[src/rtl/rv_pkg.sv]
// Shared RV32I definitions for the MEM stage: funct3 access codes and the
// memory-access FSM state type.
package rv_pkg;

  localparam logic [2:0] F3_B  = 3'b000;
  localparam logic [2:0] F3_H  = 3'b001;
  localparam logic [2:0] F3_W  = 3'b010;
  localparam logic [2:0] F3_BU = 3'b100;
  localparam logic [2:0] F3_HU = 3'b101;

  typedef enum logic {
    IDLE = 1'b0,
    BUSY = 1'b1
  } mem_state_e;

endpackage

[src/rtl/lsu_align.sv]
// Byte-lane steering for stores, load extraction/extension and
// misalignment detection. Purely combinational.
module lsu_align
  import rv_pkg::*;
(
  input  logic [2:0]  funct3_i,
  input  logic [1:0]  off_i,
  input  logic [31:0] store_data_i,
  input  logic [31:0] rdata_i,
  output logic [3:0]  be_o,
  output logic [31:0] wdata_o,
  output logic [31:0] load_o,
  output logic        misalign_o
);

  logic [7:0]  byte_s;
  logic [15:0] half_s;

  // Store lanes: unknown sizes fall back to a full word
  always_comb begin
    be_o    = 4'b1111;
    wdata_o = store_data_i;
    case (funct3_i)
      F3_B: begin
        be_o    = 4'b0001 << off_i;
        wdata_o = {4{store_data_i[7:0]}};
      end
      F3_H: begin
        be_o    = 4'b0011 << {off_i[1], 1'b0};
        wdata_o = {2{store_data_i[15:0]}};
      end
      default: begin
        be_o    = 4'b1111;
        wdata_o = store_data_i;
      end
    endcase
  end

  // Lane extraction for loads
  always_comb begin
    byte_s = rdata_i[7:0];
    case (off_i)
      2'd0:    byte_s = rdata_i[7:0];
      2'd1:    byte_s = rdata_i[15:8];
      2'd2:    byte_s = rdata_i[23:16];
      2'd3:    byte_s = rdata_i[31:24];
      default: byte_s = rdata_i[7:0];
    endcase
    if (off_i[1]) begin
      half_s = rdata_i[31:16];
    end else begin
      half_s = rdata_i[15:0];
    end
  end

  // Load result formatting
  always_comb begin
    load_o = rdata_i;
    case (funct3_i)
      F3_B:    load_o = {{24{byte_s[7]}}, byte_s};
      F3_H:    load_o = {{16{half_s[15]}}, half_s};
      F3_BU:   load_o = {24'd0, byte_s};
      F3_HU:   load_o = {16'd0, half_s};
      default: load_o = rdata_i;
    endcase
  end

  // Alignment is judged from the size bits only
  always_comb begin
    misalign_o = 1'b0;
    case (funct3_i[1:0])
      2'b01:   misalign_o = off_i[0];
      2'b10:   misalign_o = (off_i != 2'b00);
      default: misalign_o = 1'b0;
    endcase
  end

endmodule

[src/rtl/mem_access_wb.sv]
// MEM stage and MEM/WB register: issues loads/stores on a req/ack bus,
// stalls upstream while busy and produces the write-back triple.
module mem_access_wb
  import rv_pkg::*;
#(
  parameter int unsigned TIMEOUT_CYCLES = 255,
  parameter int unsigned CNT_W          = 8
) (
  input  logic        CLK,
  input  logic        RESET,
  input  logic        Ctl_MemRead_in,
  input  logic        Ctl_MemWrite_in,
  input  logic        Ctl_RegWrite_in,
  input  logic [2:0]  funct3_in,
  input  logic [4:0]  Rd_in,
  input  logic [31:0] ALUresult_in,
  input  logic [31:0] StoreData_in,
  output logic        dmem_req,
  output logic        dmem_we,
  output logic [31:0] dmem_addr,
  output logic [31:0] dmem_wdata,
  output logic [3:0]  dmem_be,
  input  logic        dmem_ack,
  input  logic [31:0] dmem_rdata,
  output logic        mem_stall,
  output logic        misalign_err,
  output logic        bus_err,
  output logic        Ctl_RegWrite_out,
  output logic [4:0]  Rd_out,
  output logic [31:0] WriteData_out
);

  localparam logic [CNT_W-1:0] TO_LAST = CNT_W'(TIMEOUT_CYCLES - 32'd1);
  localparam logic             TO_EN   = (TIMEOUT_CYCLES != 32'd0);

  mem_state_e state_q, state_d;
  logic [CNT_W-1:0] cnt_q, cnt_d;
  logic        req_q, req_d, we_q, we_d, ld_q, ld_d;
  logic [31:0] addr_q, addr_d, wdata_q, wdata_d;
  logic [3:0]  be_q, be_d;
  logic [2:0]  f3_q, f3_d;
  logic [1:0]  off_q, off_d;
  logic [4:0]  rd_q, rd_d, rd_out_q, rd_out_d;
  logic        regw_q, regw_d, mis_q, mis_d, berr_q, berr_d;
  logic [31:0] wb_q, wb_d;

  logic        busy_s, access_s, timeout_s;
  logic [2:0]  f3_sel_s;
  logic [1:0]  off_sel_s;
  logic [3:0]  be_s;
  logic [31:0] wdata_s, load_s;
  logic        misalign_s;

  assign busy_s    = (state_q == BUSY);
  assign access_s  = Ctl_MemRead_in | Ctl_MemWrite_in;
  assign f3_sel_s  = busy_s ? f3_q  : funct3_in;
  assign off_sel_s = busy_s ? off_q : ALUresult_in[1:0];
  assign timeout_s = TO_EN & busy_s & ~dmem_ack & (cnt_q == TO_LAST);

  lsu_align u_align (
    .funct3_i     (f3_sel_s),
    .off_i        (off_sel_s),
    .store_data_i (StoreData_in),
    .rdata_i      (dmem_rdata),
    .be_o         (be_s),
    .wdata_o      (wdata_s),
    .load_o       (load_s),
    .misalign_o   (misalign_s)
  );

  // Timeout cycle releases the stall so the aborted instruction retires
  assign mem_stall = (~busy_s & access_s & ~misalign_s) |
                     (busy_s & ~dmem_ack & ~timeout_s);

  // Next-state and MEM/WB slot; per-cycle outputs default to a bubble
  always_comb begin
    state_d  = state_q;
    cnt_d    = cnt_q;
    req_d    = req_q;
    we_d     = we_q;
    ld_d     = ld_q;
    addr_d   = addr_q;
    wdata_d  = wdata_q;
    be_d     = be_q;
    f3_d     = f3_q;
    off_d    = off_q;
    rd_d     = rd_q;
    regw_d   = 1'b0;
    rd_out_d = 5'd0;
    wb_d     = 32'd0;
    mis_d    = 1'b0;
    berr_d   = 1'b0;
    case (state_q)
      IDLE: begin
        if (access_s && !misalign_s) begin
          state_d = BUSY;
          cnt_d   = '0;
          req_d   = 1'b1;
          we_d    = Ctl_MemWrite_in;
          ld_d    = Ctl_MemRead_in & ~Ctl_MemWrite_in;
          addr_d  = {ALUresult_in[31:2], 2'b00};
          wdata_d = wdata_s;
          be_d    = be_s;
          f3_d    = funct3_in;
          off_d   = ALUresult_in[1:0];
          rd_d    = Rd_in;
        end else if (access_s) begin
          mis_d = 1'b1;
        end else begin
          regw_d   = Ctl_RegWrite_in & (Rd_in != 5'd0);
          rd_out_d = Rd_in;
          wb_d     = ALUresult_in;
        end
      end
      BUSY: begin
        if (dmem_ack) begin
          state_d = IDLE;
          req_d   = 1'b0;
          cnt_d   = '0;
          if (ld_q) begin
            regw_d   = (rd_q != 5'd0);
            rd_out_d = rd_q;
            wb_d     = load_s;
          end else begin
            regw_d = 1'b0;
          end
        end else if (timeout_s) begin
          state_d = IDLE;
          req_d   = 1'b0;
          cnt_d   = '0;
          berr_d  = 1'b1;
        end else begin
          cnt_d = cnt_q + CNT_W'(1);
        end
      end
      default: begin
        state_d = IDLE;
        req_d   = 1'b0;
        cnt_d   = '0;
      end
    endcase
  end

  // State, bus and MEM/WB registers
  always_ff @(posedge CLK or posedge RESET) begin
    if (RESET) begin
      state_q  <= IDLE;
      cnt_q    <= '0;
      req_q    <= 1'b0;
      we_q     <= 1'b0;
      ld_q     <= 1'b0;
      addr_q   <= 32'd0;
      wdata_q  <= 32'd0;
      be_q     <= 4'd0;
      f3_q     <= 3'd0;
      off_q    <= 2'd0;
      rd_q     <= 5'd0;
      regw_q   <= 1'b0;
      rd_out_q <= 5'd0;
      wb_q     <= 32'd0;
      mis_q    <= 1'b0;
      berr_q   <= 1'b0;
    end else begin
      state_q  <= state_d;
      cnt_q    <= cnt_d;
      req_q    <= req_d;
      we_q     <= we_d;
      ld_q     <= ld_d;
      addr_q   <= addr_d;
      wdata_q  <= wdata_d;
      be_q     <= be_d;
      f3_q     <= f3_d;
      off_q    <= off_d;
      rd_q     <= rd_d;
      regw_q   <= regw_d;
      rd_out_q <= rd_out_d;
      wb_q     <= wb_d;
      mis_q    <= mis_d;
      berr_q   <= berr_d;
    end
  end

  assign dmem_req         = req_q;
  assign dmem_we          = we_q;
  assign dmem_addr        = addr_q;
  assign dmem_wdata       = wdata_q;
  assign dmem_be          = be_q;
  assign misalign_err     = mis_q;
  assign bus_err          = berr_q;
  assign Ctl_RegWrite_out = regw_q;
  assign Rd_out           = rd_out_q;
  assign WriteData_out    = wb_q;

endmodule

[config.mk]
export PLATFORM = sky130hd
export DESIGN_NAME = mem_access_wb
export DESIGN_NICKNAME = d
export VERILOG_FILES = /design/src/rtl/rv_pkg.sv /design/src/rtl/lsu_align.sv /design/src/rtl/mem_access_wb.sv
export SDC_FILE = /design/constraint.sdc
export NUM_CORES = 1
export LEC_CHECK = 0
export BUFFER_PORTS_ARGS = -buffer_cell sky130_fd_sc_hd__buf_2
export CORE_MARGIN = 2
export CORE_UTILIZATION = 25
export DETAILED_ROUTE_END_ITERATION = 7
export GPL_TIMING_DRIVEN = 1
export HOLD_SLACK_MARGIN = 0.03
export SYNTH_ARGS = -nofsm -noshare
export SYNTH_HDL_FRONTEND = slang
export SYNTH_SLANG_ARGS = --single-unit
[constraint.sdc]
create_clock -name CLK -period 10.78 [get_ports CLK]
set_clock_uncertainty 0.15 [all_clocks]
set_input_delay 2.156 -clock CLK [delete_from_list [all_inputs] [get_ports CLK]]
set_output_delay 2.156 -clock CLK [all_outputs]
set_load 0.02 [all_outputs]
==> results of run 1 <==
## sequential cells by signal, indices dropped and copies added, names as in the netlist, 2 cells and up
name           cells
Rd_out             5
WriteData_out     32
cnt_q              8
dmem_addr         30
dmem_be            4
dmem_wdata        32
f3_q               3
off_q              2
rd_q               5
## cell families (layout without fill, tap and decap cells)
family                   after synthesis  count (layout)  synth area share
other                                  1               7          0.000631
AND/OR/NAND/NOR                      171             171             0.127
AO/OA/AOI/OAI                        132             132             0.159
flip-flops                           128             128             0.539
adder cells (fa/ha/maj)                5               5            0.0105
buffers and inverters                 51             266            0.0391
multiplexers                          67              67             0.125
## report_power, final
part           internal, mW  switching [mW]  leakage [nW]  total (mW)
clock network         0.347           0.208         0.272       0.555
registers             0.676          0.0985          1.61       0.775
logic                 0.389           0.711          2.04        1.10
## cells in the mapped netlist (all sizes together) (2+ instances only)
| cell | count | area share |
|---|---|---|
| a211o | 5 | 0.0074 |
| a21oi | 9 | 0.0088 |
| a221o | 2 | 0.0034 |
| a222oi | 8 | 0.013 |
| a22o | 5 | 0.0074 |
| a22oi | 8 | 0.010 |
| a31oi | 5 | 0.0053 |
| and2 | 4 | 0.0042 |
| buf | 19 | 0.019 |
| clkbuf | 18 | 0.011 |
| dfrtp | 128 | 0.54 |
| ha | 5 | 0.011 |
| inv | 14 | 0.0088 |
| mux2 | 44 | 0.084 |
| mux2i | 23 | 0.041 |
| nand2 | 81 | 0.051 |
| nand2b | 11 | 0.012 |
| nand3 | 7 | 0.0059 |
| nor2 | 43 | 0.027 |
| nor2b | 10 | 0.011 |
| nor3 | 4 | 0.0034 |
| o211ai | 2 | 0.0025 |
| o21a | 2 | 0.0025 |
| o21ai | 65 | 0.064 |
| o221ai | 8 | 0.015 |
| o22ai | 3 | 0.0032 |
| o32a | 7 | 0.012 |
| or2 | 2 | 0.0021 |
| or4 | 2 | 0.0025 |
## worst reg2reg max path, delay by kind of cell, from the launching register on
family | cells | cell delay (ns)
flops | 1 | 0.41
buf+inv | 2 | 1.11
fa+ha+maj | 1 | 0.63
compound gates | 2 | 0.41
mux | 2 | 1.27
## worst paths after layout
path                               from             end  cells past startpoint
max                        funct3_in[1]       mem_stall                      7
min                          dmem_be[2]      dmem_be[2]                      2
max reg2reg                      busy_s         f3_q[0]                      7
min reg2reg                  dmem_be[2]      dmem_be[2]                      2
max in group asynchronous         RESET  dmem_wdata[27]                      3
min in group asynchronous         RESET   dmem_addr[14]                      2
## layout make-up
type	count	area share
clock inverters	7	0.0111
well taps	319	0.0506
repair buffers	223	0.143
clock buffers	22	0.0589
multi-input cells	377	0.321
flip-flops and latches	128	0.406
diodes	5	0.00159
inverters	14	0.00730
## per-layer routing
metal | global-route usage | vias to the layer above
li1 | - | 2371
met1 | 0.202 | 2390
met2 | 0.228 | 149
met3 | 0.0391 | 20
met4 | 0.0583 | 0
met5 | 0 | -
==> run metrics, run 1 <==
Worst-path clk slew roughly 0.050 ns; Area Overhead vs Synth 32.7%; Place WS 4.14 ns; Port Buffer Count 218; slowest stage delay, CP about 0.75 ns; status complete, no violations; layout cell share with drive strength beyond 1 0.355; worst-skew pair later-pin latency 0.42 ns; RSZ-0062 raised after global routing no; initial antenna violation count 4; Iter 0 DRT Violations 360; Fill cells 2466; Final Worst Setup Slack approximately 4 ns; Placeable Area 23400 um^2; maxcap violations 0; Slew Viols, Final 0; WP data required 8.47 ns; GR Util All Layers 0.149; cell area after synthesis 5940 um^2; Seq. cell area 3200 um^2; CTS tree built; main flop type after synthesis dfrtp_1; Final Hold Fails 0; postcts setup bufs 0; Final #Nets around 900; syn_area_per_cell 10.7 um^2; Post-Synthesis Cells 555; Post-DP HPWL 13500 um; total power about 2.4 mW; Worst path most repeated cell buf_2; Vias 4930; Tmin final approximately 6.7 ns; Ys Warns 0; Ports 221; PwrDens 308 nW/um^2; gr ovfl total 0; PostCTS Resize Cnt 0; Leak 3.92 nW; crit start category primary input; WHS approximately 0.32 ns; maximum vdd drop 0.0924 mV; met2 WL 8770 um; Crit Path Max Fanout 30; setup tns final 0 ns; DRC 0; Pre-Repair DR Iteration Count 5; # rows 56; worst hold path class flip-flop to flip-flop; Non-Filler Instances 1095; CP Capture Type primary output; DP Area about 7300 um^2; cts-stage hold buffer count 0; WL final 18600 um; FF-to-FF setup slack 6.67 ns; Synth cell types 52; root buffer cell clkbuf_16; Setup CP Type primary input to primary output; global-route wire length before repair 28000 um; commonest non-fill, non-tap cells in the layout buf_2 (218), dfrtp_1 (128), nand2_1 (81); Max Clock Freq 150 MHz; most common cell after layout, fill and taps aside buf_2; Die Wd around 160 um; Placed Cells approximately 1100; vias in the first global route 4792; Vias per Instance 4.50; #FFs+latches synth approximately 130; clk sink count between 100 and 150; area of the multi-input gates 2530 um^2; EDFF count, synth 0; DIE AREA 25000 um^2; GP Congestion ~0.81; family with the most delay on the worst path multiplexers; register area share after synthesis 0.539; TritonCTS Buffers 17; final std cell area, no fill 7890 um^2; CP Cell Sequence buf_2 > mux2i_4 > ha_1 > a21oi_2 > o21ai_4 > nand2_1 > buf_2; Slowest-stage cell, CP mux2i_4; Routed met3 length 817 um; final setup fails 0; M1 wire length 8570 um; fin util 0.337; largest net degree at the start of global routing 81; clk buf depth 2; Tcrit/Tclk final 0.618; Worst EP arrival 4.35 ns; Die Ht between 150 and 200 um; Initial Util 0.254; Post-synth ARST share 1.00; # H-tree levels 4; Max-slew headroom 0.238; number of buffers and inverters on the critical path 2; Worst-Margin Slew 1.14 ns; remaining antenna violation count 0; Top Metal Used met4; WL/cell ~17 um
Note: power is estimated with default switching activity, not from simulation.
==> run 2: changes to the inputs <==
==> constraint.sdc (replaced) <==
create_clock -name CLK -period 6.7 [get_ports CLK]
set_clock_uncertainty 0.15 [all_clocks]
set_input_delay 1.34 -clock CLK [delete_from_list [all_inputs] [get_ports CLK]]
set_output_delay 1.34 -clock CLK [all_outputs]
set_load 0.02 [all_outputs]
==> run 2 against run 1 <==
First-iteration DRC count shrank 8.9%; sequential share of layout area shrank 0.38 points; cell count is essentially flat; clock power grew 79%; via count shrank 0.28%; critical endpoint unchanged; highest routed layer is now met5.
==> run metrics, run 2 (synthesized netlist as in run 1, its figures left out) <==
status complete, no violations (unchanged); Final Hold Fails 0 (unchanged); root buffer cell clkbuf_16 (unchanged); Die Ht 158 um (unchanged); Max Clock Freq approximately 200 MHz; Worst-path clk slew 0.05 ns (about the same); crit start category primary input (unchanged); vias in the first global route 4960 (was 4792); Fill cells 2477 (was 2466); postcts setup bufs 0 (unchanged); RSZ-0062 raised after global routing no (unchanged); Max-slew headroom 0.243 (was 0.238); DP Area 7320 um^2 (unchanged); WL/cell 16.5 um (was 16.9 um); GP Congestion 0.770 (was 0.813); global-route wire length before repair 27800 um (was 28000 um); largest net degree at the start of global routing 81 (unchanged); maximum vdd drop 0.161 mV (was 0.0924 mV); Initial Util 0.254 (unchanged); Worst EP arrival 3.51 ns (was 4.35 ns); Area Overhead vs Synth 33.9% (was 32.7%); Setup CP Type primary input to primary output (unchanged); final std cell area, no fill 7960 um^2 (was 7890 um^2); CP endpoint mem_stall (unchanged); gr ovfl total 0 (unchanged); remaining antenna violation count 0 (unchanged); # H-tree levels 4 (unchanged); Post-DP HPWL 13400 um (was 13500 um); Non-Filler Instances 1096 (was 1095); initial antenna violation count 5 (was 4); Vias per Instance 4.49 (was 4.50); CTS tree built (unchanged); WL final 18100 um (was 18600 um); clk sink count 128 (unchanged); worst-skew pair later-pin latency 0.42 ns (about the same); WP data required 5.21 ns (was 8.47 ns); Die Wd 158 um (unchanged); Iter 0 DRT Violations 328 (was 360); most common cell after layout, fill and taps aside buf_2 (unchanged); Vias 4916 (was 4930); Worst-Margin Slew 1.14 ns (about the same); # rows 56 (unchanged); Slew Viols, Final 0 (unchanged); worst reg2reg path depth 7 (unchanged); total power 3.99 mW (was 2.43 mW); commonest non-fill, non-tap cells in the layout buf_2 (218), dfrtp_1 (128), nand2_1 (81) (unchanged); area of the multi-input gates 2530 um^2 (unchanged); TritonCTS Buffers 17 (unchanged); DIE AREA 25000 um^2 (unchanged); WHS 0.320 ns (was 0.322 ns); Ports 221 (unchanged); CP Capture Type primary output (unchanged); Tcrit/Tclk final 0.747; cts-stage hold buffer count 0 (unchanged); final setup fails 0 (unchanged); Leak 3.96 nW (was 3.92 nW); worst hold path class flip-flop to flip-flop (unchanged); Final #Nets 876 (unchanged); PwrDens 502 nW/um^2 (was 308 nW/um^2); Tmin final 5.00 ns; Seq. cell area 3200 um^2 (unchanged); PostCTS Resize Cnt 0 (unchanged); layout cell share with drive strength beyond 1 0.360 (was 0.355); Pre-Repair DR Iteration Count 4 (was 5); critical path startpoint funct3_in[1] (unchanged); FF-to-FF Start busy_s (unchanged); worst r2r dst dmem_addr[30] (was f3_q[0]); setup tns final 0 ns (unchanged); Placed Cells 1061 (unchanged); Placeable Area 23400 um^2 (unchanged); GR Util All Layers 0.147 (was 0.149); Port Buffer Count 218 (unchanged); maxcap violations 0 (unchanged); FF-to-FF setup slack 2.70 ns (was 6.67 ns); clk buf depth 2 (unchanged); Crit Path Max Fanout 30 (unchanged); DRC 0 (unchanged)
## run 2: changes by cell type in the layout (fill, tap and decap cells not counted)
| cell | before | now |
|---|---|---|
| clkbuf_1 | 3 | 1 |
| clkbuf_8 | 2 | 3 |
| diode_2 | 5 | 3 |
| clkinv_2 | 4 | 5 |
| clkinvlp_4 | 1 | 2 |
| bufinv_16 | 2 | 4 |
## run 2: power by group
group | switching [mW] | internal, mW
Combinational | 1.13 | 0.625
Sequential | 0.161 | 1.09
Clock | 0.343 | 0.649
Total | 1.63 | 2.36
## run 2: how the worst min path moves through the flow
| stage | from | endpoint | slack [ns] | cells past startpoint |
|---|---|---|---|---|
| floorplan | ld_q | ld_q | 0.30 | 2 |
| global placement | dmem_wdata[18] | dmem_wdata[18] | 0.31 | 2 |
| detailed placement | dmem_wdata[14] | dmem_wdata[14] | 0.32 | 2 |
| CTS | dmem_wdata[14] | dmem_wdata[14] | 0.33 | 2 |
| global route | dmem_wdata[11] | dmem_wdata[11] | 0.35 | 2 |
| finish | dmem_wdata[14] | dmem_wdata[14] | 0.32 | 2 |
## run 2: area by class of cell
type | count | share of cell area
timing repair buffer | 223 | 0.142
sequential | 128 | 0.402
multi-input combinational | 377 | 0.318
clock buffer | 21 | 0.0591
inverter | 14 | 0.00723
tap | 319 | 0.0501
clock inverter | 11 | 0.0201
antenna | 3 | 0.000943
## run 2: worst max-delay path: stages
cell,delay (ns)
buf_2,0.12
mux2i_4,0.73
ha_1,0.61
a21oi_2,0.19
o21ai_4,0.19
nand2_1,0.11
buf_2,0.21
## run 2: per-layer routing
layer  global-route usage  share of wire  up-vias
li1                     -              -     2393
met1                0.191           0.46     2343
met2                0.227           0.46      153
met3               0.0446          0.064       25
met4               0.0635          0.020        2
met5                    0        0.00072        -
## run 2: through the flow
step | utilization | setup WS [ns]
after floorplan | - | 1.80
after global placement | 0.313 | 1.77
after detailed placement | 0.313 | 1.65
after CTS | 0.340 | 1.71
after global routing | 0.340 | 1.55
final | 0.340 | 1.70
==> run 3: changes to the inputs <==
==> constraint.sdc (replaced) <==
create_clock -name CLK -period 4.5 [get_ports CLK]
set_clock_uncertainty 0.15 [all_clocks]
set_input_delay 0.9 -clock CLK [delete_from_list [all_inputs] [get_ports CLK]]
set_output_delay 0.9 -clock CLK [all_outputs]
set_load 0.02 [all_outputs]
==> run 3 against run 2 <==
Die area is the same; combinational power grew 51%; critical path depth grew 1; sequential cell count is the same; hold slack gained 0.0020 ns; largest cell class unchanged; largest power group unchanged; highest routed layer is now met4.
==> run metrics, run 3 (synthesized netlist as in run 1, its figures left out) <==
WP data required 3.45 ns (was 5.21 ns); Vias per Instance 4.47 (was 4.49); Slew Viols, Final 0 (unchanged); Final Hold Fails 0 (unchanged); root buffer cell clkbuf_16 (unchanged); Die Wd 158 um (unchanged); maxcap violations 0 (unchanged); global-route wire length before repair 28000 um (was 27800 um); CP Capture Type primary output (unchanged); postcts setup bufs 0 (unchanged); # rows 56 (unchanged); CTS tree built (unchanged); DRC 0 (unchanged); Pre-Repair DR Iteration Count 4 (unchanged); worst hold path class flip-flop to flip-flop (unchanged); GP Congestion 0.800 (was 0.770); worst-skew pair later-pin latency 0.41 ns (was 0.42 ns); area of the multi-input gates 2530 um^2 (unchanged); Die Ht 158 um (unchanged); WL final 18500 um (was 18100 um); Worst-path clk slew 0.06 ns (was 0.05 ns); TritonCTS Buffers 17 (unchanged); FF-to-FF setup slack 1.33 ns (was 2.70 ns); Tcrit/Tclk final 0.786; clk buf depth 2 (unchanged); Worst EP arrival 2.49 ns (was 3.51 ns); PostCTS Resize Cnt 0 (unchanged); RSZ-0062 raised after global routing no (unchanged); Slowest-stage cell, CP ha_1 (was mux2i_4); Tmin final 3.54 ns; clk sink count 128 (unchanged); cts-stage hold buffer count 0 (unchanged); Ports 221 (unchanged); PwrDens 746 nW/um^2 (was 502 nW/um^2); WHS 0.322 ns (was 0.320 ns); Leak 3.96 nW (about the same); Worst-Margin Slew 1.05 ns (was 1.14 ns); Setup CP Type primary input to primary output (unchanged); final setup fails 0 (unchanged); Worst path most repeated cell buf_2 (unchanged); status complete, no violations (unchanged); crit start category primary input (unchanged); Placeable Area 23400 um^2 (unchanged); DIE AREA 25000 um^2 (unchanged); CP Cell Sequence buf_2 > mux2i_1 > inv_1 > ha_1 > a21oi_2 > o21ai_4 > nand2_1 > buf_2 (was buf_2 > mux2i_4 > ha_1 > a21oi_2 > o21ai_4 > nand2_1 > buf_2); most common cell after layout, fill and taps aside buf_2 (unchanged); maximum vdd drop 0.432 mV (was 0.161 mV); Port Buffer Count 218 (unchanged); # H-tree levels 4 (unchanged); GR Util All Layers 0.149 (was 0.147); largest net degree at the start of global routing 116 (was 81); Max-slew headroom 0.298 (was 0.243); remaining antenna violation count 0 (unchanged); Iter 0 DRT Violations 216 (was 328); layout cell share with drive strength beyond 1 0.362 (was 0.360); Fill cells 2469 (was 2477); initial antenna violation count 4 (was 5); Post-DP HPWL 13500 um (was 13400 um); Max Clock Freq 283 MHz; Crit Path Max Fanout 15 (was 30); Vias 4923 (was 4916); commonest non-fill, non-tap cells in the layout buf_2 (218), dfrtp_1 (128), nand2_1 (81) (unchanged); Final #Nets 879 (was 876); gr ovfl total 0 (unchanged); Seq. cell area 3200 um^2 (unchanged); Initial Util 0.254 (unchanged); vias in the first global route 4822 (was 4960); WL/cell 16.8 um (was 16.5 um); setup tns final 0 ns (unchanged); slowest stage delay, CP 0.39 ns (was 0.73 ns); Area Overhead vs Synth 34.2% (was 33.9%)
## run 3: changes by cell type in the layout (fill, tap and decap cells not counted), sizes merged
cell,delta
buf,+3
bufinv,-1
clkbuf,+1
diode,+2
## run 3: final timing paths
kind                              start           endpoint  cells after the start
min in group asynchronous         RESET      dmem_addr[14]                      2
hold reg to reg              dmem_be[1]         dmem_be[1]                      2
max in group asynchronous         RESET   WriteData_out[5]                      3
setup / recovery           funct3_in[0]          mem_stall                      8
hold / removal               dmem_be[1]         dmem_be[1]                      2
setup reg to reg                 busy_s  WriteData_out[20]                      7
## run 3: report_power, final
group | total [mW] | switching [mW] | internal [mW]
Clock | 1.44 | 0.523 | 0.913
Sequential | 1.86 | 0.238 | 1.62
Combinational | 2.65 | 1.70 | 0.958
Total | 5.95 | 2.46 | 3.49
## run 3: layout make-up
class,instances,share of cell area
repair buffers,226,0.146
flip-flops and latches,128,0.401
clock buffers,22,0.0594
well taps,319,0.0500
clock inverters,10,0.0168
multi-input cells,377,0.318
inverters,14,0.00721
diodes,5,0.00157
## run 3: metrics by stage
stage,cells,setup slack [ns],cell area (um^2),power (mW),util
floorplan,556,0.0374,5950,3.68,-
global placement,1064,1.01,7360,4.53,0.314
detailed placement,1064,0.965,7360,4.57,0.314
CTS,1096,0.937,7970,6.03,0.340
global route,1099,0.719,7970,6.37,0.341
finish,1101,0.963,7980,5.95,0.341
## run 3: critical path: cells and delay by family
kind | cells | cell delay, ns
muxes | 1 | 0.25
AOI/OAI and AO/OA | 2 | 0.47
buffers and inverters | 3 | 0.37
and+or+nand+nor | 1 | 0.10
adders and majority gates | 1 | 0.39
## run 3: routing by layer
metal	up-vias	share of wire	wire length, um	global-route usage
met3	17	0.052	953	0.0381
li1	2385	-	-	-
met4	0	0.019	356	0.0549
met5	-	0	0	0
met2	138	0.47	8640	0.233
met1	2383	0.46	8520	0.200
